==> src/rtl/dmem_arb_pkg.sv <==
// Shared types and constants for the data-memory arbiter slice.
// Optional statistics counters are enabled with DMEM_ARB_STATS_EN.
package dmem_arb_pkg;

   typedef enum logic [1:0] {
      IDLE   = 2'd0,
      ACCESS = 2'd1,
      WAIT   = 2'd2,
      RESP   = 2'd3
   } arb_state_e;

   localparam logic PORT_CORE = 1'b0;
   localparam logic PORT_LOAD = 1'b1;

   localparam int unsigned DMEM_DEPTH = 4096;

   // The word address is signed, so any bit at or above aw (sign included) is out of range.
   function automatic logic addr_in_range(input logic [31:0] addr, input int unsigned aw);
      return (addr >> aw) == 32'd0;
   endfunction

   function automatic logic [15:0] sat_inc16(input logic [15:0] v);
      return (v == 16'hFFFF) ? v : v + 16'd1;
   endfunction

endpackage

==> src/rtl/dmem_arbiter_rr_arb2.sv <==
// Two-way round-robin grant: combinational grant, registered last-grant update on accept.
module rr_arb2
   import dmem_arb_pkg::*;
(
   input  logic clk,
   input  logic rst,
   input  logic valid0,
   input  logic valid1,
   input  logic accept,
   output logic gnt0,
   output logic gnt1,
   output logic gnt_id
);

   logic last_grant_q;
   logic last_grant_d;

   always_comb begin
      gnt0 = 1'b0;
      gnt1 = 1'b0;
      if (valid0 && valid1) begin
         gnt0 = (last_grant_q == PORT_LOAD);
         gnt1 = (last_grant_q == PORT_CORE);
      end else begin
         gnt0 = valid0;
         gnt1 = valid1;
      end
      gnt_id = gnt1 ? PORT_LOAD : PORT_CORE;

      last_grant_d = last_grant_q;
      if (accept && (gnt0 || gnt1)) begin
         last_grant_d = gnt_id;
      end
   end

   always_ff @(posedge clk or posedge rst) begin
      if (rst) begin
         last_grant_q <= PORT_LOAD;
      end else begin
         last_grant_q <= last_grant_d;
      end
   end

endmodule

==> src/rtl/dmem_arbiter.sv <==
// Two-port round-robin arbiter and sequencer for the single-port data memory.
// Define DMEM_ARB_STATS_EN to add saturating grant / out-of-range counters.
module dmem_arbiter
   import dmem_arb_pkg::*;
#(
   parameter int unsigned ADDR_W  = $clog2(DMEM_DEPTH),
   parameter int unsigned DATA_W  = 32,
   parameter int unsigned MEM_LAT = 1
) (
   input  logic              clk,
   input  logic              rst,
   input  logic              req0_valid,
   output logic              req0_ready,
   input  logic              req0_we,
   input  logic [31:0]       req0_addr,
   input  logic [DATA_W-1:0] req0_wdata,
   output logic              rsp0_valid,
   output logic [DATA_W-1:0] rsp0_rdata,
   input  logic              req1_valid,
   output logic              req1_ready,
   input  logic              req1_we,
   input  logic [31:0]       req1_addr,
   input  logic [DATA_W-1:0] req1_wdata,
   output logic              rsp1_valid,
   output logic [DATA_W-1:0] rsp1_rdata,
   output logic              mem_en,
   output logic              mem_we,
   output logic [ADDR_W-1:0] mem_addr,
   output logic [DATA_W-1:0] mem_wdata,
   input  logic [DATA_W-1:0] mem_rdata,
   output logic              oob_err,
   output logic              busy
`ifdef DMEM_ARB_STATS_EN
   ,
   output logic [15:0]       stat_grant0,
   output logic [15:0]       stat_grant1,
   output logic [15:0]       stat_oob
`endif
);

   localparam int unsigned CNT_W = 2;

   arb_state_e        state_q, state_d;
   logic              gnt0, gnt1, gnt_id;
   logic              grant;
   logic              we_q, we_d;
   logic [31:0]       addr_q, addr_d;
   logic [DATA_W-1:0] wdata_q, wdata_d;
   logic              port_q, port_d;
   logic [CNT_W-1:0]  wait_cnt_q, wait_cnt_d;
   logic [DATA_W-1:0] rsp0_rdata_q, rsp0_rdata_d;
   logic [DATA_W-1:0] rsp1_rdata_q, rsp1_rdata_d;
   logic              in_rng;
   logic [DATA_W-1:0] rsp_data;

   rr_arb2 u_rr_arb2 (
      .clk    (clk),
      .rst    (rst),
      .valid0 (req0_valid),
      .valid1 (req1_valid),
      .accept (state_q == IDLE),
      .gnt0   (gnt0),
      .gnt1   (gnt1),
      .gnt_id (gnt_id)
   );

   assign grant    = (state_q == IDLE) && (gnt0 || gnt1);
   assign in_rng   = addr_in_range(addr_q, ADDR_W);
   assign rsp_data = (we_q || !in_rng) ? '0 : mem_rdata;

   // State register
   always_ff @(posedge clk or posedge rst) begin
      if (rst) begin
         state_q <= IDLE;
      end else begin
         state_q <= state_d;
      end
   end

   // Next-state logic
   always_comb begin
      state_d = state_q;
      case (state_q)
         IDLE:    if (gnt0 || gnt1) state_d = ACCESS;
         ACCESS:  state_d = (MEM_LAT > 1) ? WAIT : RESP;
         WAIT:    if (wait_cnt_q == '0) state_d = RESP;
         RESP:    state_d = IDLE;
         default: state_d = IDLE;
      endcase
   end

   // Request latch, latency counter and per-port response hold registers
   always_comb begin
      we_d         = we_q;
      addr_d       = addr_q;
      wdata_d      = wdata_q;
      port_d       = port_q;
      wait_cnt_d   = wait_cnt_q;
      rsp0_rdata_d = rsp0_rdata_q;
      rsp1_rdata_d = rsp1_rdata_q;

      if (grant) begin
         port_d = gnt_id;
         if (gnt_id == PORT_LOAD) begin
            we_d    = req1_we;
            addr_d  = req1_addr;
            wdata_d = req1_wdata;
         end else begin
            we_d    = req0_we;
            addr_d  = req0_addr;
            wdata_d = req0_wdata;
         end
      end

      if (state_q == ACCESS) begin
         wait_cnt_d = (MEM_LAT > 1) ? CNT_W'(MEM_LAT - 2) : '0;
      end else if ((state_q == WAIT) && (wait_cnt_q != '0)) begin
         wait_cnt_d = wait_cnt_q - 1'b1;
      end

      if (state_q == RESP) begin
         if (port_q == PORT_CORE) begin
            rsp0_rdata_d = rsp_data;
         end else begin
            rsp1_rdata_d = rsp_data;
         end
      end
   end

   always_ff @(posedge clk or posedge rst) begin
      if (rst) begin
         we_q         <= 1'b0;
         addr_q       <= '0;
         wdata_q      <= '0;
         port_q       <= PORT_CORE;
         wait_cnt_q   <= '0;
         rsp0_rdata_q <= '0;
         rsp1_rdata_q <= '0;
      end else begin
         we_q         <= we_d;
         addr_q       <= addr_d;
         wdata_q      <= wdata_d;
         port_q       <= port_d;
         wait_cnt_q   <= wait_cnt_d;
         rsp0_rdata_q <= rsp0_rdata_d;
         rsp1_rdata_q <= rsp1_rdata_d;
      end
   end

   // Outputs; read data arrives during RESP, so the response bypasses the hold register
   always_comb begin
      req0_ready = grant && gnt0 && !rst;
      req1_ready = grant && gnt1 && !rst;
      mem_en     = 1'b0;
      mem_we     = 1'b0;
      mem_addr   = '0;
      mem_wdata  = '0;
      oob_err    = 1'b0;
      rsp0_valid = 1'b0;
      rsp1_valid = 1'b0;
      busy       = (state_q != IDLE);

      if (state_q == ACCESS) begin
         if (in_rng) begin
            mem_en    = 1'b1;
            mem_we    = we_q;
            mem_addr  = addr_q[ADDR_W-1:0];
            mem_wdata = wdata_q;
         end else begin
            oob_err = 1'b1;
         end
      end

      if (state_q == RESP) begin
         rsp0_valid = (port_q == PORT_CORE);
         rsp1_valid = (port_q == PORT_LOAD);
      end

      rsp0_rdata = rsp0_valid ? rsp_data : rsp0_rdata_q;
      rsp1_rdata = rsp1_valid ? rsp_data : rsp1_rdata_q;
   end

`ifdef DMEM_ARB_STATS_EN
   logic [15:0] stat_grant0_q, stat_grant0_d;
   logic [15:0] stat_grant1_q, stat_grant1_d;
   logic [15:0] stat_oob_q, stat_oob_d;

   always_comb begin
      stat_grant0_d = stat_grant0_q;
      stat_grant1_d = stat_grant1_q;
      stat_oob_d    = stat_oob_q;
      if (grant && gnt0) stat_grant0_d = sat_inc16(stat_grant0_q);
      if (grant && gnt1) stat_grant1_d = sat_inc16(stat_grant1_q);
      if (oob_err)       stat_oob_d    = sat_inc16(stat_oob_q);
   end

   always_ff @(posedge clk or posedge rst) begin
      if (rst) begin
         stat_grant0_q <= '0;
         stat_grant1_q <= '0;
         stat_oob_q    <= '0;
      end else begin
         stat_grant0_q <= stat_grant0_d;
         stat_grant1_q <= stat_grant1_d;
         stat_oob_q    <= stat_oob_d;
      end
   end

   assign stat_grant0 = stat_grant0_q;
   assign stat_grant1 = stat_grant1_q;
   assign stat_oob    = stat_oob_q;
`endif

endmodule

==> config.mk <==
export PLATFORM = sky130hd
export DESIGN_NAME = dmem_arbiter
export DESIGN_NICKNAME = d
export VERILOG_FILES = /design/src/rtl/dmem_arb_pkg.sv /design/src/rtl/dmem_arbiter_rr_arb2.sv /design/src/rtl/dmem_arbiter.sv
export SDC_FILE = /design/constraint.sdc
export NUM_CORES = 1
export LEC_CHECK = 0
export ABC_AREA = 1
export BUFFER_PORTS_ARGS = -buffer_cell sky130_fd_sc_hd__buf_4
export CELL_PAD_IN_SITES_DETAIL_PLACEMENT = 0
export CELL_PAD_IN_SITES_GLOBAL_PLACEMENT = 1
export CORE_MARGIN = 2
export CORE_UTILIZATION = 36
export DETAILED_ROUTE_END_ITERATION = 16
export PLACE_DENSITY_LB_ADDON = 0.1
export SKIP_LAST_GASP = 1
export SYNTH_ARGS = -nofsm -noshare
export SYNTH_HDL_FRONTEND = slang
export SYNTH_HIERARCHICAL = 1
export SYNTH_SLANG_ARGS = --single-unit
==> constraint.sdc <==
create_clock -name clk -period 10.1 [get_ports clk]
set_clock_uncertainty 0.15 [all_clocks]
set_input_delay 0 -clock clk [delete_from_list [all_inputs] [get_ports clk]]
set_output_delay 0 -clock clk [all_outputs]
set_load 0.02 [all_outputs]
======== After elaboration in Yosys (flattened, before gate mapping) ========
Cells that the tools add are included.
Widths: inputs -> output; s select.
word-level totals
  bits in registers ....................... 135
operators by class
  reductions and logical operators ........ 20
  add/sub/neg operators ................... 1
  equality and inequality tests ........... 5
  multiplexer cells ....................... 26
  bitwise logic cells ..................... 2
operators with widths
  operator             number
  $mux 32              7
  $logic_not 32->1     1
  $mux 12              2
  $mux 1               12
  $mux 2               4
  $pmux 2 s4           1
  $logic_and 1x1->1    7
  $reduce_and 2->1     3
  $reduce_bool 2->1    3
  $eq 2x2->1 const B   2
  $logic_not 2->1      2
  $ne 2x2->1 const B   2
  $eq 2x1->1 const B   1
  $logic_not 1->1      2
  $logic_or 1x1->1     2
  $not 1->1            2
  $sub 2x1->2 const B  1

======== Logic depth before layout (Yosys ltp) ========
Gate-level depths: netlist of the first run.
  depth after elaboration ................. 6
  mapped depth ............................ 8
  gate-level depth less buffers ........... 7

======== By module ========
Netlist of the first run, hierarchy kept.
by module, submodules not included
  module        cells each  sequential area each (µm²)  area an instance (µm²)  times used
  dmem_arbiter  784         3353.2                      6243.5                  1
  rr_arb2       10          26.3                        72.6                    1

======== Worst setup path after synthesis of the first run ========
No wires, ideal clock.
  path type ............................... register -> register
  from .................................... register state_q[0]
  to ...................................... register wdata_q[10]
  path slack .............................. 8.318 ns
  library setup time ...................... 0.082 ns
  period minus slack after synthesis ...... 1.782 ns
  arrival ................................. 1.550 ns
  cell stages (with the launch flop) ...... 9
  cells stage by stage .................... dfrtp_1 inv_1 ha_1 inv_1 a21oi_2 buf_2 buf_2 nor2_1 a31oi_1
between the ends
  word-level cells in the longest chain between the ends .. 2
RTL lines
  what                    line                 text
  start, declared         dmem_arbiter.sv:43   arb_state_e state_q, state_d;
  start signal, assigned  dmem_arbiter.sv:76   state_q <= state_d;
  $logic_not 2->1         dmem_arbiter.sv:67   assign grant = (state_q == IDLE) && (gnt0 || gnt1);
  $logic_and 1x1->1       dmem_arbiter.sv:67
  end signal, assigned    dmem_arbiter.sv:142  wdata_q <= wdata_d;
  end, declared           dmem_arbiter.sv:48   logic [DATA_W-1:0] wdata_q, wdata_d;
Every way passes these cells.
A chain may end at the register's enable or synchronous reset.

======== Worst setup path in the final report of the first run ========
  from .................................... register u_rr_arb2.last_grant_q
  to ...................................... register wdata_q[14]
between the ends
  word-level cells in the longest chain between the ends .. 4
  elaborated cells between the ends (all ways) .. 7
RTL lines
  what                                                 line                                            text
  start, declared                                      dmem_arbiter_rr_arb2.sv:15                      logic last_grant_q;
  start signal, assigned                               dmem_arbiter_rr_arb2.sv:40                      last_grant_q <= last_grant_d;
  $not 1->1 (*)                                        dmem_arbiter_rr_arb2.sv:23                      gnt1 = (last_grant_q == PORT_CORE);
  $mux 1 (*)                                           dmem_arbiter_rr_arb2.sv:21                      if (valid0 && valid1) begin
  via gnt1                                             dmem_arbiter.sv:44                              logic gnt0, gnt1, gnt_id;
  $mux 1 / $logic_or 1x1->1 (equally long branches)    dmem_arbiter_rr_arb2.sv:28, dmem_arbiter.sv:67
  $mux 32 / $logic_and 1x1->1 (equally long branches)  dmem_arbiter.sv:104, dmem_arbiter.sv:67
The timed path passes the listed nets; every way through them passes the cells marked *.

==> results of run 1 <==
report_power, final:
group / internal, uW / switching [uW] / leakage, uW / total (uW)
logic: 435 / 393 / 0.00374 / 827
registers: 687 / 81.3 / 0.00169 / 768
clock network: 376 / 233 / 0.000268 / 609
kinds of logic after synthesis:
family	count (synthesis)	share of synthesized area, %
fa+ha+maj	5	0.990
buf+inv	113	8.04
simple gates	467	30.1
compound gates	73	7.27
xor+xnor	1	0.139
flops	135	53.5
layout make-up:
class,count,area [um^2]
well taps,225,282
clock buffers,21,460
inverters,62,238
flip-flops and latches,135,3380
repair buffers,455,3830
fillers,1536,6470
clock inverters,11,124
multi-input cells,546,2450
layout by cell type, fill, tap and decap left out, types with 2 or more instances in the layout:
master         synthesis  layout
buf_4                  3     290
nand2_1              269     269
dlygate4sd3_1          0     165
dfrtp_1              134     134
nor2_1               124     123
a31oi_1               66      66
nand3_1               61      61
inv_1                 62      60
clkbuf_16              0      17
clkinvlp_4             0       6
nand3_2                5       5
ha_1                   5       5
nor2_2                 2       3
or2_1                  2       2
inv_6                  0       2
nor3_1                 2       2
o21ai_0                2       2
clkbuf_8               0       2
clkinv_2               0       2
clkbuf_1              25       2
bufinv_16              0       2
what timing repair did:
action                                 4_1_cts  5_1_grt
endpoints found under the hold margin      208        0
setup endpoints to repair                    0        0
hold buffers                               165        0
resized for setup                            0        0
routing by layer:
metal / up-vias / share of wire (%) / GRT usage (%)
met2: 216 / 51 / 40.2
met3: 34 / 6.2 / 6.38
met1: 3096 / 41 / 26.9
met4: 0 / 2.2 / 8.56
li1: 3361 / - / -
met5: - / 0 / 0
state kept, by name, summed over array words and instances, names as in the netlist:
signal,flops
wait_cnt_q,2
wdata_q,32
u_rr_arb2/last_grant_q,1
rsp1_rdata_q,32
we_q,1
port_q,1
rsp0_rdata_q,32
state_q,2
addr_q,32
worst max-delay path: stages (launching register included):
cell and delay [ns]:
dfstp_2 0.38, a21boi_4 0.11, buf_4 0.59, inv_1 0.22
a21oi_4 0.62, buf_4 0.88, nor2_1 0.10, a31oi_1 0.20
dlygate4sd3_1 0.57
worst paths after layout:
path | start | to | slack (ns)
worst min-delay path | rst | u_rr_arb2/last_grant_q$_DFFE_PP1P_ | 0.05
max in group asynchronous | rst | addr_q[30]$_DFFE_PP0N_ | 8.42
worst max register to register | u_rr_arb2/last_grant_q$_DFFE_PP1P_ | wdata_q[14]$_DFFE_PP0N_ | 6.14
min in group clk | req0_valid | state_q[0]$_DFFE_PP0P_ | 0.17
worst min register to register | rsp0_rdata_q[11]$_DFFE_PP0P_ | rsp0_rdata_q[11]$_DFFE_PP0P_ | 0.33
worst max-delay path | u_rr_arb2/last_grant_q$_DFFE_PP1P_ | wdata_q[14]$_DFFE_PP0N_ | 6.14
per-stage QoR:
step / std cells / total power, uW / setup slack (ns)
2_1_floorplan: 794 / 1150 / 6.37
3_3_place_gp: 1258 / 1310 / 6.80
3_5_place_dp: 1258 / 1330 / 6.67
4_1_cts: 1455 / 2210 / 6.15
5_1_grt: 1455 / 2360 / 5.80
6_report: 1455 / 2200 / 6.14
==> impl_metrics.yaml, run 1 <==
run_status:
  status: "finished, final reports clean"
synth:
  synth_top_area_share_pct: 53.1
  synth_nets: 965
  ys_seq_elements: 135
  yosysUniqueCellTypes: 27
  synthArstFlopShare_pct: 100
  synth_warnings: 6
  avgSynthCellArea_um2: 7.95
  synth-main-ff-cell: "dfrtp_1"
  netlist_area_mm2: 0.00632
  syn_inst: 794
  synthTopCellsByCount: "nand2_1, dfrtp_1, nor2_1, a31oi_1, inv_1"
  yosys.area.top_type: "dfrtp_1"
  synthMostInstantiatedCell: "nand2_1"
  synth_edf_count: 0
  synth_area_leaders: "dfrtp_1, nand2_1, nor2_1"
  synth_seq_area_share_pct: 53.5
floorplanning:
  die_w_um: 136
  start_util_pct: 36.6
  std_cell_rows: 48
  core_mm2: 0.0172
  die_area_mm2: 0.0186
  dieHeight_um: 136
  io_pins: 282
timing:
  rsz0062_at_grt: "false"
  worst_hold_slack_ns: 0.0525
  fmax_mhz: 253
  worst_slew_pin_slew_ns: 0.999
  slew_headroom_pct: 33.4
  slew_viol_final: 0
  fin_crit_ns: 3.96
  setup_viol: 0
  post-route-period-util_pct: 39.2
  final-hold-violation-count: 0
  setup_tns_ns: 0
setup_path:
  required_ns: 10.30
  crit_type: "reg -> reg"
  crit_path_end_kind: "flop"
  setup.worst_path.start_class: "flop"
  r2r_cells: 8
  crit_fanout: 103
  cp.arrival_ns: 4.16
clock_tree:
  clk_pin_slew_ns: 0.06
  clk_latency_ns: 0.41
  root_buffer: "clkbuf_16"
  clk_path_buf_depth: 2
  cts_tree: "built"
  post_cts_buffers: 0
  htree_levels: 4
  cts_inserted_buffers: 17
  cts_sinks: 135
finish:
  stdcell_area_mm2: 0.0108
  area_growth_pct: 70.4
  insertedDiodeCount: 0
  drive_gt1_share_pct: 27.2
  nNetsFinal: 1388
  final_util_pct: 62.4
placement:
  placed_cell_area_mm2: 0.00853
  portBuffers: 281
  hpwl_mm: 13.3
  gp_congestion: 0.759
route:
  wl_mm: 21.2
  drtAntennaViolNets: 0
  vias: 6707
  post_drt_wl_per_cell_um: 14.5
  post-route-drc-count: 0
  drt-vias-per-instance: 4.61
  first_iter_violations: 271
  dr.pass1.iters: 4
global_route:
  overflow: 0
  grt_start_max_net_pins: 104
  antenna_found_initial: 0
  grt_pass1_vias: 6791
  grt_usage_pct: 23.0
  grt_pass1_wl_mm: 33.1
pwr:
  powerDensity_mw_per_mm2: 205
  p_leak_uw: 0.00570
  max-vdd-ir-drop_mv: 0.127
min_path:
  hp-class: "in -> async"
job:
  maxCapViolCount: 0
Power figures use the tool's default switching activity.
==> run 2: changes to the inputs <==
- CORE_UTILIZATION: 36 -> 33
- clock period: 10.1 -> 4.1 ns (I/O delays scaled with it)
==> run 2 against run 1 <==
Compared with the run above: global-route usage is 2.0 points lower; sequential power is 150% higher; non-clock buffer count up 5; largest cell class unchanged; sequential share of layout area about the same; count of clock-buffer cells in the layout rose by 2.
==> impl_metrics.yaml, run 2 (synthesis gave the netlist of run 1 again) <==
global_route:
  overflow: 0
  grt_start_max_net_pins: 100
  grt-busiest-layer: "met2"
  antenna_found_initial: 0
  grtUsageMet2_pct: 36.3
  grt_pass1_wl_mm: 33.7
  grt_usage_pct: 21.0
  gr-usage-met1_pct: 25.0
  grt_pass1_vias: 6912
  met3_usage_pct: 6.97
setup_path:
  crit_path_end_kind: "flop"
  cpPeakStageDelay_ns: 0.62
  crit_type: "reg -> reg"
  crit_fanout: 80
  crit_family: "buffers and inverters"
  cp.arrival_ns: 3.07
  setup.worst_path.start_class: "flop"
  r2r_cells: 7
  worstSetupPathDepth: 7
  crit_path_cell_trace: "a21boi_4 > inv_1 > a21oi_4 > buf_4 > nor2_1 > a31oi_1 > dlygate4sd3_1"
  cp.buffers_inverters: 3
  required_ns: 4.29
  slowest_stage: "buf_4"
timing:
  rsz0062_at_grt: "false"
  slew_headroom_pct: 31.5
  setup_viol: 0
  post-route-period-util_pct: 70.2
  fmax_mhz: 348
  final-hold-violation-count: 0
  setup_tns_ns: 0
  worst_slew_pin_slew_ns: 1.03
  slew_viol_final: 0
  fin_crit_ns: 2.88
floorplanning:
  std_cell_rows: 50
  io_pins: 282
  die_w_um: 142
  dieHeight_um: 142
  die_area_mm2: 0.0203
  start_util_pct: 33.7
  core_mm2: 0.0188
route:
  vias: 6633
  post_drt_wl_per_cell_um: 14.4
  wl_mm: 21.1
  drt-vias-per-instance: 4.52
  first_iter_violations: 268
  drtAntennaViolNets: 0
  dr.pass1.iters: 4
  post-route-drc-count: 0
clock_tree:
  ctsResizeCount: 0
  clk_latency_ns: 0.41
  root_buffer: "clkbuf_16"
  cts_inserted_buffers: 17
  clk_path_buf_depth: 2
  cts_tree: "built"
  clk_pin_slew_ns: 0.06
  cts_sinks: 135
  hold_buffers: 169
  htree_levels: 4
  post_cts_buffers: 0
finish:
  drive_gt1_share_pct: 27.0
  final_common_cell: "buf_4"
  fillCellCount: 1796
  fin_cells: 1469
  insertedDiodeCount: 0
  nNetsFinal: 1393
  final_util_pct: 57.4
  layout_common_cells: "buf_4, nand2_1, dlygate4sd3_1"
  stdcell_area_mm2: 0.0108
  area_growth_pct: 70.5
placement:
  gp_congestion: 0.766
  place_inst: 1268
  hpwl_mm: 13.6
  placed_cell_area_mm2: 0.00854
  portBuffers: 281
run_status:
  status: "finished, final reports clean"
min_path:
  hp-class: "in -> async"
pwr:
  powerDensity_mw_per_mm2: 494
  p_leak_uw: 0.00571
  max-vdd-ir-drop_mv: 0.315
job:
  maxCapViolCount: 0
run 2: tightest hold or removal path: stages:
cell           delay (ns)
dlygate4sd3_1        0.54
buf_4                0.16
inv_1                0.06
run 2: area by class of cell:
cell class	instances	area [um^2]	area share [%]
Clock inverter	9	77.6	0.720
Inverter	62	238	2.21
Clock buffer	23	458	4.25
Multi-Input combinational cell	546	2450	22.7
Sequential cell	135	3380	31.4
Timing Repair Buffer	460	3880	36.0
Tap cell	234	293	2.72
run 2: path summary, 6_finish.rpt:
kind,from,endpoint,slack (ns)
max,u_rr_arb2/last_grant_q$_DFFE_PP1P_,wdata_q[26]$_DFFE_PP0N_,1.22
min,rst,u_rr_arb2/last_grant_q$_DFFE_PP1P_,0.04
max reg2reg,u_rr_arb2/last_grant_q$_DFFE_PP1P_,wdata_q[26]$_DFFE_PP0N_,1.22
min reg2reg,rsp1_rdata_q[0]$_DFFE_PP0P_,rsp1_rdata_q[0]$_DFFE_PP0P_,0.32
max in group asynchronous,rst,rsp1_rdata_q[26]$_DFFE_PP0P_,2.55
min in group clk,req0_valid,port_q$_DFFE_PP0N_,0.15
run 2: power by group:
part           leakage, uW  total (uW)  switching, uW  internal (uW)
clock             0.000257        1420            573            845
sequential         0.00169        1890            196           1690
combinational      0.00376        2010            940           1070
total              0.00571        5320           1710           3610
run 2: stage by stage:
stage	hold slack, ns	power [uW]	setup slack, ns
floorplan	-0.260	2820	0.367
global placement	-0.0990	3220	1.80
detailed placement	-0.0992	3250	1.77
CTS	0.00784	5340	1.24
global route	0.0291	5710	1.03
finish	0.0368	5320	1.22
run 2: routing by layer:
metal	routed length, um	vias to the layer above	part of all wire, %
li1	-	3377	-
met5	0	-	0
met2	10200	219	48
met1	8870	3016	42
met3	1710	21	8.1
met4	303	0	1.4
==> run 3: changes to the inputs <==
- clock period: 4.1 -> 2.67 ns (I/O delays scaled with it)
==> run 3 against run 2 <==
Compared with the run above: sequential power rose by 53%; final cell count rose by 0.41%; sequential share of layout area fell by 0.46 points; cell area up 1.5%; count of clock-buffer cells in the layout decreased by 5; routed wire length is 0.90% higher; flip-flop and latch count stayed put; die area unchanged; clock power increased by 69%; via count increased by 1.1%; largest power group unchanged.
==> impl_metrics.yaml, run 3 (synthesis gave the netlist of run 1 again) <==
clock_tree:
  clk_path_buf_depth: 2
  clk_latency_ns: 0.42
  cts_tree: "built"
  htree_levels: 4
  cts_inserted_buffers: 17
  post_cts_buffers: 0
  cts_sinks: 135
  root_buffer: "clkbuf_16"
  clk_pin_slew_ns: 0.06
pwr:
  p_int_uw: 5710
  finalPower_uw: 8530
  p_leak_uw: 0.00579
  pwr-share-comb_pct: 37.9
  p_sw_uw: 2820
  max-vdd-ir-drop_mv: 0.452
  powerDensity_mw_per_mm2: 780
  clkPwrFrac_pct: 28.1
  seqPwrFrac_pct: 34.0
  p_sw_share_pct: 33.0
timing:
  final-hold-violation-count: 0
  post-route-period-util_pct: 94.5
  fmax_mhz: 396
  setup_tns_ns: 0
  rsz0062_at_grt: "true"
  fin_crit_ns: 2.52
  setup_viol: 0
  worst_slew_pin_slew_ns: 0.527
  slew_viol_final: 0
  slew_headroom_pct: 64.9
placement:
  place_inst: 1277
  hpwl_mm: 14.2
  portBuffers: 281
  gp_congestion: 0.785
  placed_cell_area_mm2: 0.00866
floorplanning:
  die_area_mm2: 0.0203
  start_util_pct: 33.7
  dieHeight_um: 142
  core_mm2: 0.0188
  die_w_um: 142
  std_cell_rows: 50
  io_pins: 282
finish:
  final_common_cell: "buf_4"
  drive_gt1_share_pct: 28.0
  final_util_pct: 58.3
  stdcell_area_mm2: 0.0109
  insertedDiodeCount: 0
  seqCellArea_mm2: 0.00338
  multi_input_area_mm2: 0.00246
  nNetsFinal: 1399
  area_growth_pct: 73.1
  fillCellCount: 1794
  layout_common_cells: "buf_4, nand2_1, dlygate4sd3_1"
  fin_cells: 1475
route:
  post-route-drc-count: 0
  post_drt_wl_per_cell_um: 14.4
  drt-vias-per-instance: 4.55
  dr.pass1.iters: 4
  vias: 6705
  drtAntennaViolNets: 0
  wl_mm: 21.3
  first_iter_violations: 289
run_status:
  status: "finished, final reports clean"
setup_path:
  crit_path_end_kind: "flop"
  setup.worst_path.start_class: "flop"
  crit_type: "reg -> reg"
  cp.arrival_ns: 2.73
  crit_fanout: 34
  required_ns: 2.87
job:
  maxCapViolCount: 0
global_route:
  grt_pass1_vias: 6821
  grt_start_max_net_pins: 84
  antenna_found_initial: 0
  overflow: 0
  grt_usage_pct: 21.4
  grt_pass1_wl_mm: 34.0
min_path:
  hp-class: "in -> reg"
==> run 3: cell count changes in the layout (fill, tap and decap cells not counted), sizes merged, moves of 2 or more <==
cell	delta
clkinvlp	+2
clkinv	-4
clkbuf	-5
inv	+6
buf	+9
dlygate4sd3	-3
==> run 3: area by class of cell <==
cell class | instances | area share, %
Clock buffer | 18 | 4.02
Clock inverter | 14 | 1.49
Inverter | 62 | 2.16
Multi-Input combinational cell | 546 | 22.5
Sequential cell | 135 | 30.9
Tap cell | 234 | 2.68
Timing Repair Buffer | 466 | 36.3
==> run 3: power groups by stage <==
stage	clock (uW)	combinational [uW]	sequential, uW
6_report	2400	3230	2900
4_1_cts	2460	3220	2890
3_5_place_dp	0	2200	2920
5_1_grt	2550	3600	2970
2_1_floorplan	0	1490	2850
3_3_place_gp	0	2230	2900
==> run 3: worst max-delay path, cell delays in order, from the launching register on <==
cell           delay, ns
dfstp_2             0.57
inv_1               0.07
a21boi_1            0.12
inv_1               0.11
a21oi_4             0.26
buf_4               0.36
nor2_1              0.07
a31oi_1             0.16
dlygate4sd3_1       0.58
==> run 3: metrics by stage <==
step | setup slack [ns] | hold WS [ns]
2_1_floorplan | 0.855 | -0.260
3_3_place_gp | 0.437 | -0.154
3_5_place_dp | 0.474 | -0.155
4_1_cts | 0.0173 | 0.0799
5_1_grt | -0.0257 | 0.137
6_report | 0.146 | 0.0937
==> run 3: path summary, 6_finish.rpt <==
path | slack [ns] | start | depth (start not counted) | to
max | 0.15 | u_rr_arb2/last_grant_q$_DFFE_PP1P_ | 8 | addr_q[17]$_DFFE_PP0N_
min | 0.09 | req1_valid | 6 | state_q[0]$_DFFE_PP0P_
max reg2reg | 0.15 | u_rr_arb2/last_grant_q$_DFFE_PP1P_ | 8 | addr_q[17]$_DFFE_PP0N_
min reg2reg | 0.32 | rsp0_rdata_q[6]$_DFFE_PP0P_ | 2 | rsp0_rdata_q[6]$_DFFE_PP0P_
max in group asynchronous | 1.10 | rst | 5 | rsp0_rdata_q[16]$_DFFE_PP0P_
min in group asynchronous | 0.58 | rst | 4 | rsp1_rdata_q[4]$_DFFE_PP0P_
==> run 3: what timing repair did <==
item                                    CTS  global route
hold buffers                            166             0
endpoints found under the hold margin   265             0
resized for setup                         0             1
endpoints found under the setup margin    0            16
==> run 3: layer usage <==
| metal | wire length [um] | global-route usage (%) |
|---|---|---|
| met1 | 9100 | 25.8 |
| met2 | 10400 | 37.3 |
| met3 | 1420 | 5.69 |
| met4 | 406 | 6.93 |
| met5 | 0 | 0 |
